===== src/rtl/riscv_pkg.sv =====
// Shared RISC-V constants and fetch-stage types, common to fetch and the control unit.
package riscv_pkg;

    localparam logic [31:0] NOP_INSTR = 32'h0000_0013;

    // Base opcodes (instr[6:0])
    localparam logic [6:0] OPC_LUI    = 7'b0110111;
    localparam logic [6:0] OPC_AUIPC  = 7'b0010111;
    localparam logic [6:0] OPC_JAL    = 7'b1101111;
    localparam logic [6:0] OPC_JALR   = 7'b1100111;
    localparam logic [6:0] OPC_BRANCH = 7'b1100011;
    localparam logic [6:0] OPC_LOAD   = 7'b0000011;
    localparam logic [6:0] OPC_STORE  = 7'b0100011;
    localparam logic [6:0] OPC_OP_IMM = 7'b0010011;
    localparam logic [6:0] OPC_OP     = 7'b0110011;
    localparam logic [6:0] OPC_SYSTEM = 7'b1110011;

    // ALU funct3
    localparam logic [2:0] F3_ADD_SUB = 3'b000;
    localparam logic [2:0] F3_SLL     = 3'b001;
    localparam logic [2:0] F3_SLT     = 3'b010;
    localparam logic [2:0] F3_SLTU    = 3'b011;
    localparam logic [2:0] F3_XOR     = 3'b100;
    localparam logic [2:0] F3_SRL_SRA = 3'b101;
    localparam logic [2:0] F3_OR      = 3'b110;
    localparam logic [2:0] F3_AND     = 3'b111;

    // Branch funct3
    localparam logic [2:0] F3_BEQ  = 3'b000;
    localparam logic [2:0] F3_BNE  = 3'b001;
    localparam logic [2:0] F3_BLT  = 3'b100;
    localparam logic [2:0] F3_BGE  = 3'b101;
    localparam logic [2:0] F3_BLTU = 3'b110;
    localparam logic [2:0] F3_BGEU = 3'b111;

    localparam logic [6:0] F7_BASE = 7'b0000000;
    localparam logic [6:0] F7_ALT  = 7'b0100000;

    typedef enum logic [1:0] {
        S_REQ  = 2'd0,
        S_WAIT = 2'd1,
        S_FULL = 2'd2,
        S_DROP = 2'd3
    } fetch_state_e;

    // Field order mirrors the R-type layout, so a cast of the raw word splits it
    typedef struct packed {
        logic [6:0] funct7;
        logic [4:0] rs2;
        logic [4:0] rs1;
        logic [2:0] funct3;
        logic [4:0] rd;
        logic [6:0] opcode;
    } instr_fields_t;

    function automatic instr_fields_t split_instr(input logic [31:0] instr);
        return instr_fields_t'(instr);
    endfunction

endpackage


===== src/rtl/instruction_fetch_if.sv =====
// Instruction memory read port: req/ready request phase, rvalid/rdata response phase.
interface instruction_fetch_if #(
    parameter int XLEN = 32
);
    logic            req;
    logic [XLEN-1:0] addr;
    logic            ready;
    logic            rvalid;
    logic [31:0]     rdata;

    modport master (
        output req,
        output addr,
        input  ready,
        input  rvalid,
        input  rdata
    );

    modport slave (
        input  req,
        input  addr,
        output ready,
        output rvalid,
        output rdata
    );
endinterface


===== src/rtl/instr_fields.sv =====
// Combinational split of an instruction word into decode fields; shared with decode.
module instr_fields
    import riscv_pkg::*;
(
    input  logic [31:0] instr,
    output logic [6:0]  opCode,
    output logic [2:0]  funct3,
    output logic [6:0]  funct7,
    output logic [4:0]  rd,
    output logic [4:0]  rs1,
    output logic [4:0]  rs2
);
    instr_fields_t f;

    assign f      = split_instr(instr);
    assign opCode = f.opcode;
    assign funct3 = f.funct3;
    assign funct7 = f.funct7;
    assign rd     = f.rd;
    assign rs1    = f.rs1;
    assign rs2    = f.rs2;
endmodule


===== src/rtl/instruction_fetch.sv =====
// Fetch stage: one outstanding imem read, one-entry IF/ID slot, decode back-pressure and redirect.
module instruction_fetch #(
    parameter int              XLEN      = 32,
    parameter logic [XLEN-1:0] RESET_PC  = '0,
    parameter logic [31:0]     NOP_INSTR = riscv_pkg::NOP_INSTR
) (
    input  logic                clk,
    input  logic                reset,
    instruction_fetch_if.master imem,
    input  logic                redirect,
    input  logic [XLEN-1:0]     redirect_pc,
    input  logic                id_ready,
    output logic                id_valid,
    output logic [31:0]         id_instr,
    output logic [XLEN-1:0]     id_pc,
    output logic [6:0]          id_opCode,
    output logic [2:0]          id_funct3,
    output logic [6:0]          id_funct7,
    output logic [4:0]          id_rd,
    output logic [4:0]          id_rs1,
    output logic [4:0]          id_rs2
);
    import riscv_pkg::*;

    fetch_state_e    state, state_n;
    logic [XLEN-1:0] pc, pc_n;
    logic [XLEN-1:0] slot_pc_n;
    logic [31:0]     instr_n;
    logic            valid_n;
    logic            req;
    logic [XLEN-1:0] tgt;

    assign tgt       = redirect_pc & ~XLEN'(3);
    assign imem.req  = req & ~reset;
    assign imem.addr = pc;

    always_comb begin
        state_n   = state;
        pc_n      = pc;
        valid_n   = id_valid;
        instr_n   = id_instr;
        slot_pc_n = id_pc;
        req       = 1'b0;
        case (state)
            S_REQ: begin
                req = 1'b1;
                if (redirect) begin
                    pc_n = tgt;
                    // the old address was accepted; its response must be thrown away
                    if (imem.ready) state_n = S_DROP;
                end else if (imem.ready) begin
                    state_n = S_WAIT;
                end
            end
            S_WAIT: begin
                if (redirect) begin
                    pc_n    = tgt;
                    state_n = imem.rvalid ? S_REQ : S_DROP;
                end else if (imem.rvalid) begin
                    instr_n   = imem.rdata;
                    slot_pc_n = pc;
                    pc_n      = pc + XLEN'(4);
                    valid_n   = 1'b1;
                    state_n   = S_FULL;
                end
            end
            S_FULL: begin
                // no request on a redirect cycle, so nothing stale is left in flight
                req = id_ready & ~redirect;
                if (redirect) begin
                    valid_n = 1'b0;
                    instr_n = NOP_INSTR;
                    pc_n    = tgt;
                    state_n = S_REQ;
                end else if (id_ready) begin
                    valid_n = 1'b0;
                    state_n = imem.ready ? S_WAIT : S_REQ;
                end
            end
            S_DROP: begin
                if (redirect) pc_n = tgt;
                if (imem.rvalid) state_n = S_REQ;
            end
            default: state_n = S_REQ;
        endcase
    end

    always_ff @(posedge clk) begin
        if (reset) begin
            state    <= S_REQ;
            pc       <= RESET_PC;
            id_valid <= 1'b0;
            id_instr <= NOP_INSTR;
            id_pc    <= '0;
        end else begin
            state    <= state_n;
            pc       <= pc_n;
            id_valid <= valid_n;
            id_instr <= instr_n;
            id_pc    <= slot_pc_n;
        end
    end

    instr_fields u_fields (
        .instr  (id_instr),
        .opCode (id_opCode),
        .funct3 (id_funct3),
        .funct7 (id_funct7),
        .rd     (id_rd),
        .rs1    (id_rs1),
        .rs2    (id_rs2)
    );

    property p_addr_aligned;
        @(posedge clk) disable iff (reset) imem.req |-> (imem.addr[1:0] == 2'b00);
    endproperty
    assert property (p_addr_aligned);

    property p_slot_held;
        @(posedge clk) disable iff (reset)
            (state == S_FULL && !id_ready && !redirect) |=> ($stable(id_instr) && $stable(id_pc));
    endproperty
    assert property (p_slot_held);

endmodule


===== src/flat_wrapper.sv =====
// flat-port wrapper written by rule: the top's interface ports become plain ports
module instruction_fetch_flat import riscv_pkg::*;
#(
    parameter int              XLEN      = 32,
    parameter logic [XLEN-1:0] RESET_PC  = '0,
    parameter logic [31:0]     NOP_INSTR = riscv_pkg::NOP_INSTR
)
  (clk, reset, redirect, redirect_pc, id_ready, id_valid, id_instr, id_pc, id_opCode, id_funct3, id_funct7, id_rd, id_rs1, id_rs2, imem_req, imem_addr, imem_ready, imem_rvalid, imem_rdata);
  instruction_fetch_if #(.XLEN(XLEN)) imem_i ();
  input  logic clk;
  input  logic reset;
  input  logic redirect;
  input  logic [XLEN-1:0] redirect_pc;
  input  logic id_ready;
  output logic id_valid;
  output logic [31:0] id_instr;
  output logic [XLEN-1:0] id_pc;
  output logic [6:0] id_opCode;
  output logic [2:0] id_funct3;
  output logic [6:0] id_funct7;
  output logic [4:0] id_rd;
  output logic [4:0] id_rs1;
  output logic [4:0] id_rs2;
  output wire logic [$bits(imem_i.req)-1:0] imem_req;
  output wire logic [$bits(imem_i.addr)-1:0] imem_addr;
  input wire logic [$bits(imem_i.ready)-1:0] imem_ready;
  input wire logic [$bits(imem_i.rvalid)-1:0] imem_rvalid;
  input wire logic [$bits(imem_i.rdata)-1:0] imem_rdata;
  assign imem_req = imem_i.req;
  assign imem_addr = imem_i.addr;
  assign imem_i.ready = imem_ready;
  assign imem_i.rvalid = imem_rvalid;
  assign imem_i.rdata = imem_rdata;
  instruction_fetch #(.XLEN(XLEN), .RESET_PC(RESET_PC), .NOP_INSTR(NOP_INSTR)) u_core (.clk(clk), .reset(reset), .imem(imem_i), .redirect(redirect), .redirect_pc(redirect_pc), .id_ready(id_ready), .id_valid(id_valid), .id_instr(id_instr), .id_pc(id_pc), .id_opCode(id_opCode), .id_funct3(id_funct3), .id_funct7(id_funct7), .id_rd(id_rd), .id_rs1(id_rs1), .id_rs2(id_rs2));
endmodule

===== config.mk =====
export PLATFORM = sky130hd
export DESIGN_NAME = instruction_fetch_flat
export DESIGN_NICKNAME = d
export VERILOG_FILES = /design/src/rtl/riscv_pkg.sv /design/src/rtl/instruction_fetch_if.sv /design/src/rtl/instr_fields.sv /design/src/rtl/instruction_fetch.sv /design/src/flat_wrapper.sv
export SDC_FILE = /design/constraint.sdc
export NUM_CORES = 1
export LEC_CHECK = 0
export CORE_AREA = 4 4 102 104
export CTS_BUF_LIST = sky130_fd_sc_hd__clkbuf_4 sky130_fd_sc_hd__clkbuf_8
export DETAILED_ROUTE_END_ITERATION = 12
export DIE_AREA = 0 0 106 108
export GPL_ROUTABILITY_DRIVEN = 0
export GPL_TIMING_DRIVEN = 1
export PLACE_DENSITY = 0.87
export SLEW_MARGIN = 20
export SYNTH_ARGS = -nofsm -noshare
export SYNTH_HDL_FRONTEND = slang
export SYNTH_SLANG_ARGS = --single-unit

===== constraint.sdc =====
create_clock -name clk -period 5.3 [get_ports clk]
set_input_delay 0.795 -clock clk [delete_from_list [all_inputs] [get_ports clk]]
set_output_delay 0.795 -clock clk [all_outputs]
set_load 0.05 [all_outputs]

==> impl_metrics.tcl, run 1 <==
set metrics [dict create \
    status "completed" \
    netlist_area_sq_um 4298 \
    synth_area_leaders "dfxtp_1 44%, nand2_1 6.6%, buf_4 6.3%" \
    finalHoldViolCount 0 \
    fmaxAchievable_ghz 0.2842 \
    worst_setup_path_end_kind "output pin" \
    cp.arrival_ps 2720 \
    yosysTopAreaCell "dfxtp_1" \
    drive_gt1_frac 0.05882 \
    clock_path_buffers 2 \
    clock_latency_ps 350 \
    setup_violations 0 \
    vias 4267 \
    clock-sinks 95 \
    synth_top_flop_cell "dfxtp_1" \
    hold_path.class "flop to flop" \
    rows 36 \
    cts_tree "done" \
    tns_ps 0 \
    diodes 0 \
    dp_hpwl_um 9089 \
    grt_overflow_total 0 \
    worstPathMaxFanout 26 \
    fin_skew_ps 12.28 \
    ir_worst_vdd_mv 0.1290 \
    wire_per_inst_um 15.99 \
    synthArstFlopShare 0 \
    final_common_cell "clkdlybuf4s50_1" \
    finalPower_mw 1.568 \
    fin_area_sq_um 6218 \
    post_cts_resized 0 \
    highest_layer "met4" \
    finalMaxSlewViolations 0 \
    drc_errors 0 \
    yosysTopAreaCellShare 0.4425 \
    finalCritPeriodShare 0.6638 \
    nNetsFinal 729 \
    grt_pass1_vias 4219 \
    crit_type "primary input to output pin" \
    hold_buffers 0 \
    drt_wl_total_um 12730 \
    cts_root_buffer "clkbuf_8" \
    io_pins 200 \
    port-buffer-count 193 \
    clock_power_share 0.295 \
    cts-buffers-inserted 9 \
    post_cts_buffers 0 \
    drtAntennaViolNets 0 \
    switchingPower_mw 0.4986 \
    synth_edf_count 0 \
    die_h_um 108 \
    htreeDepth 3 \
    wl_met1_um 5264 \
    intPower_mw 1.070 \
    grt_pass1_wl_um 20330 \
    start_util 0.4501 \
    pwr-share-seq 0.497 \
    syn_to_final_growth_pct 44.69 \
    wl_met2_um 6308 \
    cap_violations 0 \
    p_leak_nw 2.156 \
    tightest_slew_ps 947.7 \
    ys_warn_count 0 \
    dr_wl_met3_um 975 \
    grt_max_degree 96 \
    vias_per_cell 5.361 \
    yosys_register_bits 95 \
    cp_data_required_time_ps 4510 \
    core-area_sq_um 9549 \
    rsz0062_at_grt "no" \
    switching_share 0.3179 \
    dr.first_iter.drc_count 183 \
    power_frac_comb 0.208 \
    layout_min_cycle_time_ps 3518 \
    grt_antenna_before_repair 0 \
    synth_cell_types 55 \
    synth_area_per_cell_sq_um 8.313 \
    die-area_sq_um 11450 \
    die_w_um 106 \
    whs_ps 458.5 \
    clk_pin_slew_worst_paths_ps 90 \
    mostFrequentLayoutCells "192 x clkdlybuf4s50_1, 95 x dfxtp_1, 76 x nand2_1" \
    ys_seq_area_frac 0.4425 \
    p_per_area_nw_per_um2 252.2 \
    drt-pass1-iter-count 5 \
    track_usage 0.2180 \
    maxSlewHeadroom 0.3682 \
    placed_area_sq_um 6027 \
    netlist_instances 517 \
    critPathLaunchType "primary input" \
]
==> stage by stage <==
stage / util / std cells / setup WS [ps]
6_report: 0.6512 / 796 / 1782
5_1_grt: 0.6512 / 796 / 1724
4_1_cts: 0.6512 / 796 / 1772
3_5_place_dp: 0.6312 / 780 / 1785
3_3_place_gp: 0.6304 / 780 / 1795
2_1_floorplan: - / 520 / 2187
==> critical path: stages <==
cell and delay [ps]:
clkdlybuf4s50_1 400, buf_4 230, clkinv_1 90, nand2_1 70, a211oi_1 260, clkdlybuf4s50_1 870
==> layout make-up <==
type	count	area [sq um]
clock buffers	11	151.4
flip-flops and latches	95	1902
clock inverters	5	40.04
inverters	13	48.80
multi-input cells	340	1938
well taps	133	166.4
repair buffers	199	1972
fillers	781	3331
==> final timing paths <==
| path | end | start | slack [ps] | cells after the start |
|---|---|---|---|---|
| max reg2reg | u_core.imem.addr[13] | u_core.state[0] | 3020 | 6 |
| max | imem_req | redirect | 1780 | 6 |
| min | u_core.id_pc[3] | u_core.id_pc[3] | 460 | 2 |
| min reg2reg | u_core.id_pc[3] | u_core.id_pc[3] | 460 | 2 |
==> cells by family after synthesis <==
group	count (synthesis)	share of synthesized area
AND/OR/NAND/NOR	191	0.2108
AO/OA/AOI/OAI	124	0.1886
flip-flops	95	0.4425
buffers and inverters	85	0.1121
XOR/XNOR	16	0.03261
multiplexers	4	0.009607
adder cells (fa/ha/maj)	1	0.002911
other	1	0.0008725
==> registers in the layout, summed over array words and instances (netlist names) <==
register,count
u_core.id_pc,30
u_core.id_instr,32
u_core.state,2
u_core.id_valid,1
u_core.imem.addr,30
==> cell usage after synthesis (2+ instances only) <==
| cell type | count |
|---|---|
| a211o_1 | 2 |
| buf_1 | 6 |
| and3_1 | 3 |
| a211oi_1 | 19 |
| a311oi_1 | 2 |
| nand3_1 | 11 |
| and2_1 | 2 |
| o21ai_0 | 9 |
| a22oi_1 | 29 |
| buf_4 | 36 |
| buf_2 | 6 |
| and4_2 | 2 |
| xnor2_1 | 7 |
| o21bai_1 | 2 |
| nor3_1 | 5 |
| nand4_1 | 9 |
| nand2b_1 | 4 |
| dfxtp_1 | 95 |
| a2111oi_0 | 4 |
| o22ai_1 | 3 |
| clkbuf_8 | 2 |
| inv_1 | 12 |
| a221oi_1 | 2 |
| mux2i_1 | 3 |
| or2_2 | 2 |
| a21oi_1 | 46 |
| nor2_1 | 59 |
| clkbuf_1 | 22 |
| nor4_1 | 4 |
| nand2_1 | 76 |
| xor2_1 | 9 |
==> power groups by stage <==
stage,sequential (mW),combinational (mW),clock [mW]
final,0.779,0.327,0.463
after global routing,0.785,0.347,0.497
after CTS,0.778,0.328,0.468
after detailed placement,0.795,0.327,0
after global placement,0.793,0.322,0
after floorplan,0.867,0.128,0
==> routing by layer <==
metal / track usage / vias to the layer above
met5: 0 / -
met4: 0.07031 / 0
met3: 0.05373 / 16
met2: 0.3743 / 208
met1: 0.2704 / 2001
li1: - / 2042
Power figures use the tool's default switching activity.
==> run 2: changes to the inputs <==
--- a/config.mk
+++ b/config.mk
@@ -5,13 +5,13 @@
 export SDC_FILE = /design/constraint.sdc
 export NUM_CORES = 1
 export LEC_CHECK = 0
-export CORE_AREA = 4 4 102 104
+export CORE_AREA = 4 4 110 112
 export CTS_BUF_LIST = sky130_fd_sc_hd__clkbuf_4 sky130_fd_sc_hd__clkbuf_8
 export DETAILED_ROUTE_END_ITERATION = 12
-export DIE_AREA = 0 0 106 108
+export DIE_AREA = 0 0 114 116
 export GPL_ROUTABILITY_DRIVEN = 0
 export GPL_TIMING_DRIVEN = 1
-export PLACE_DENSITY = 0.87
+export PLACE_DENSITY = 0.79
 export SLEW_MARGIN = 20
 export SYNTH_ARGS = -nofsm -noshare
 export SYNTH_HDL_FRONTEND = slang
==> constraint.sdc (replaced) <==
create_clock -name clk -period 3 [get_ports clk]
set_input_delay 0.45 -clock clk [delete_from_list [all_inputs] [get_ports clk]]
set_output_delay 0.45 -clock clk [all_outputs]
set_load 0.05 [all_outputs]
==> run 2 against run 1 <==
Effect of this change:
- sequential share of layout area down 0.39 points
- cell area is 1.3% higher
- sequential power rose by 77%
- die area grew 16%
- first-iteration DRC count rose by 48%
- utilization is 9.0 points lower
- clock power grew 110%
- combinational power grew 78%
- critical path depth is the same
==> impl_metrics.tcl, run 2 (synthesis results as in run 1) <==
set metrics [dict create \
    worst_setup_path_end_kind "flop" \
    regMostFlops "u_core.id_instr" \
    layout_min_cycle_time_ps 2287 \
    cts_root_buffer "clkbuf_8" \
    min_to "u_core.id_pc[8]" \
    crit_path_top_delay_cell "clkdlybuf4s50_1" \
    crit_chain "clkdlybuf4s50_1, nand3b_1, nor4_4, nand4_1, xor2_1, a211oi_1" \
    drt-pass1-iter-count 6 \
    track_usage 0.1906 \
    drt_wl_total_um 12910 \
    cp_data_required_time_ps 3270 \
    grt_use_met2 0.3150 \
    hp-start "u_core.id_pc[8]" \
    grt_use_met1 0.2415 \
    fin_util 0.5613 \
    multiInputGateArea_sq_um 1931 \
    mostFrequentLayoutCells "191 x clkdlybuf4s50_1, 95 x dfxtp_1, 76 x nand2_1" \
    placed_area_sq_um 6070 \
    tns_ps 0 \
    nNetsFinal 734 \
    fillers 975 \
    post_cts_buffers 0 \
    final_common_cell "clkdlybuf4s50_1" \
    core-area_sq_um 11220 \
    grt_pass1_wl_um 20580 \
    worstPathMaxFanout 8 \
    maxSlewHeadroom 0.4289 \
    p_per_area_nw_per_um2 462.6 \
    port-buffer-count 193 \
    switching_share 0.2902 \
    finalMaxSlewViolations 0 \
    intPower_mw 2.068 \
    grt_max_degree 51 \
    ff_latch_area_sq_um 1902 \
    clk_pin_slew_worst_paths_ps 90 \
    status "completed" \
    busiest_layer "met2" \
    clock_latency_ps 350 \
    drtAntennaViolNets 0 \
    r2r_slack_ps 750 \
    largest_reg_flops 32 \
    grt_antenna_before_repair 0 \
    whs_ps 455.8 \
    dr.first_iter.drc_count 270 \
    finalCritPeriodShare 0.7623 \
    critPathLaunchType "primary input" \
    dpl.cell_count 795 \
    die_w_um 114 \
    start_util 0.3829 \
    post_cts_resized 0 \
    dp_hpwl_um 9302 \
    power_frac_comb 0.199 \
    syn_to_final_growth_pct 46.58 \
    crit_type "primary input to flop" \
    finalPower_mw 2.914 \
    tightest_slew_ps 848.8 \
    vias_per_cell 5.267 \
    fin_skew_ps 8.760 \
    finalWorstSetupSlack_ps 713.1 \
    io_pins 200 \
    rsz0062_at_grt "no" \
    cts_tree "done" \
    grt_overflow_total 0 \
    grt_pass1_vias 4236 \
    place_ws_ps 354.2 \
    p_leak_nw 2.200 \
    fin_cells 810 \
    die-area_sq_um 13220 \
    hold_path.class "flop to flop" \
    wire_per_inst_um 15.94 \
    pwr-share-seq 0.472 \
    vias 4266 \
    clock_path_buffers 2 \
    rr_endpoint "u_core.imem.addr[28]" \
    grtUsageMet3 0.04909 \
    hold_buffers 0 \
    clock-sinks 95 \
    setup_violations 0 \
    drc_errors 0 \
    die_h_um 116 \
    switchingPower_mw 0.8457 \
    clock_power_share 0.328 \
    finalHoldViolCount 0 \
    cap_violations 0 \
    diodes 0 \
    r2r-start "u_core.imem.addr[2]" \
    fin_area_sq_um 6300 \
    cp_slowest_stage_delay_ps 620 \
    cts-buffers-inserted 9 \
    rows 39 \
    ff2ff_path_depth 6 \
    hold_depth 2 \
    cp.arrival_ps 2560 \
    fmaxAchievable_ghz 0.4373 \
    drive_gt1_frac 0.06597 \
    ir_worst_vdd_mv 0.2358 \
    htreeDepth 3 \
]
## run 2: final cells by class
class	instances	share of cell area
Inverter	13	0.007746
Tap cell	143	0.02840
Sequential cell	95	0.3019
Clock buffer	12	0.02622
Timing Repair Buffer	204	0.3190
Clock inverter	3	0.01033
Multi-Input combinational cell	340	0.3065
## run 2: critical path: cells and delay by family
kind	cells	cell delay, ps
compound gates	1	220
xor+xnor	1	200
buf+inv	1	620
simple gates	3	1060
## run 2: worst max-delay path by stage
stage	from	depth (start not counted)	end
floorplan	redirect	4	imem_req
global placement	imem_rvalid	6	u_core.imem.addr[24]
detailed placement	imem_rvalid	6	u_core.imem.addr[28]
CTS	redirect	6	imem_req
global route	u_core.imem.addr[13]	5	u_core.imem.addr[28]
finish	imem_rvalid	6	u_core.imem.addr[28]
## run 2: layer usage
layer / wire, um / share of wire
met1: 5437 / 0.42
met2: 6078 / 0.47
met3: 1165 / 0.090
met4: 231 / 0.018
met5: 0 / 0
## run 2: power by group through the flow
| stage | clock network, mW | logic [mW] | registers, mW |
|---|---|---|---|
| after floorplan | 0 | 0.227 | 1.53 |
| final | 0.957 | 0.581 | 1.38 |
| after global routing | 1.03 | 0.616 | 1.39 |
| after global placement | 0 | 0.573 | 1.40 |
| after detailed placement | 0 | 0.580 | 1.40 |
| after CTS | 0.983 | 0.583 | 1.38 |
==> run 3: changes to the inputs <==
==> constraint.sdc (replaced) <==
create_clock -name clk -period 1.9 [get_ports clk]
set_input_delay 0.285 -clock clk [delete_from_list [all_inputs] [get_ports clk]]
set_output_delay 0.285 -clock clk [all_outputs]
set_load 0.05 [all_outputs]
==> run 3 against run 2 <==
Effect of this change:
- non-clock buffer count up 29
- wire length grew 5.3%
- via count rose by 0.87%
- clock skew about the same
- cell area increased by 4.5%
- sequential cell count stayed put
- die area stayed put
- power up 51%
- clock power is 30% higher
- sequential power is 57% higher
- utilization grew 2.5 points
- critical path type is now flop to flop
- largest power group unchanged
- highest routed layer unchanged
==> impl_metrics.tcl, run 3 (synthesis results as in run 1) <==
set metrics [dict create \
    status "completed" \
    grt_overflow_total 0 \
    crit_path_top_delay_cell "or4_4" \
    maxSlewHeadroom 0.5399 \
    die_h_um 116 \
    worstPathMaxFanout 4 \
    finalPower_mw 4.391 \
    cts-buffers-inserted 9 \
    critPathLaunchType "flop" \
    dp_hpwl_um 10180 \
    fin_skew_ps 8.863 \
    place_ws_ps -489.4 \
    vias 4303 \
    die-area_sq_um 13220 \
    finalMaxSlewViolations 0 \
    clock-sinks 95 \
    grt_pass1_wl_um 21920 \
    ir_worst_vdd_mv 0.3430 \
    final_common_cell "clkdlybuf4s50_1" \
    htreeDepth 3 \
    io_pins 200 \
    syn_to_final_growth_pct 53.19 \
    placed_area_sq_um 6284 \
    nNetsFinal 763 \
    ff2ff_path_depth 4 \
    vias_per_cell 5.123 \
    critPathBufInv 0 \
    rsz0062_at_grt "no" \
    hold_path.class "primary input to flop" \
    clk_pin_slew_worst_paths_ps 90 \
    grt_max_degree 36 \
    setup_violations 0 \
    whs_ps 339.1 \
    dr.first_iter.drc_count 279 \
    drt_wl_total_um 13600 \
    hold_buffers 0 \
    mostFrequentLayoutCells "156 x clkdlybuf4s50_1, 76 x nand2_1, 74 x dfxtp_1" \
    crit_top_cell "or4_4" \
    clock_path_buffers 2 \
    core-area_sq_um 11220 \
    finalCritPeriodShare 0.9838 \
    drive_gt1_frac 0.1679 \
    crit_family "simple AND/OR/NAND/NOR gates" \
    rows 39 \
    dpl.cell_count 820 \
    track_usage 0.2047 \
    p_per_area_nw_per_um2 666.9 \
    cp_data_required_time_ps 2160 \
    die_w_um 114 \
    cts_root_buffer "clkbuf_8" \
    finalWorstSetupSlack_ps 30.83 \
    worst_setup_path_end_kind "flop" \
    finalHoldViolCount 0 \
    tightest_slew_ps 688.6 \
    fmaxAchievable_ghz 0.5350 \
    fin_cells 840 \
    crit_type "flop to flop" \
    drc_errors 0 \
    cp_slowest_stage_delay_ps 560 \
    fin_area_sq_um 6584 \
    port-buffer-count 193 \
    wire_per_inst_um 16.19 \
    grt_antenna_before_repair 0 \
    cap_violations 0 \
    regMostFlops "u_core.id_instr" \
    cts_tree "done" \
    crit_cells 4 \
    clock_latency_ps 350 \
    start_util 0.3829 \
    drt-pass1-iter-count 5 \
    layout_min_cycle_time_ps 1869 \
    drtAntennaViolNets 0 \
    crit_chain "nand4_4, or4_4, or4_4, and3_1" \
    p_leak_nw 2.589 \
    grt_pass1_vias 4520 \
    hold_depth 2 \
    diodes 0 \
    cp.arrival_ps 2120 \
    largest_reg_flops 32 \
]
-- run 3: layout make-up --
type	instances	area, sq um
clock buffer	15	175.2
clock inverter	1	5.005
fill	1005	4639
inverter	13	53.80
multi-input combinational	340	1986
sequential	95	1946
tap	143	178.9
timing repair buffer	233	2240
-- run 3: worst register-to-register path, cell delays in order (launching register included) --
cell and delay [ps]:
dfxtp_4 380, nand4_4 110, or4_4 560, or4_4 530, and3_1 200
-- run 3: worst paths after layout --
path / endpoint / slack (ps) / from
setup / recovery: u_core.imem.addr[29] / 30 / u_core.imem.addr[16]
setup reg to reg: u_core.imem.addr[29] / 30 / u_core.imem.addr[16]
hold reg to reg: u_core.id_pc[7] / 460 / u_core.id_pc[7]
hold / removal: u_core.imem.addr[6] / 340 / reset
-- run 3: per-stage QoR --
step | utilization | setup TNS (ps)
detailed placement | 0.5599 | -22440
CTS | 0.5770 | 0
finish | 0.5866 | 0
global placement | 0.5599 | -17090
floorplan | - | -45.38
global route | 0.5866 | 0
-- run 3: power breakdown --
part / switching, mW / internal, mW / total, mW / leakage (nW)
Combinational: 0.593 / 0.396 / 0.989 / 1.71
Clock: 0.658 / 0.586 / 1.24 / 0.0988
Sequential: 0.0920 / 2.07 / 2.16 / 0.783
Total: 1.34 / 3.05 / 4.39 / 2.59
-- run 3: metal layers --
metal / up-vias / share of wire / track usage
met1: 1986 / 0.41 / 0.2429
met5: - / 0 / 0
li1: 2110 / - / -
met3: 15 / 0.074 / 0.04648
met4: 0 / 0.015 / 0.07363
met2: 192 / 0.50 / 0.3626
-- run 3: what timing repair did --
item,CTS,global route
pin swaps,0,4
setup endpoints to repair,43,72
setup buffers,0,4
cloned,0,0
gates resized for setup,17,22
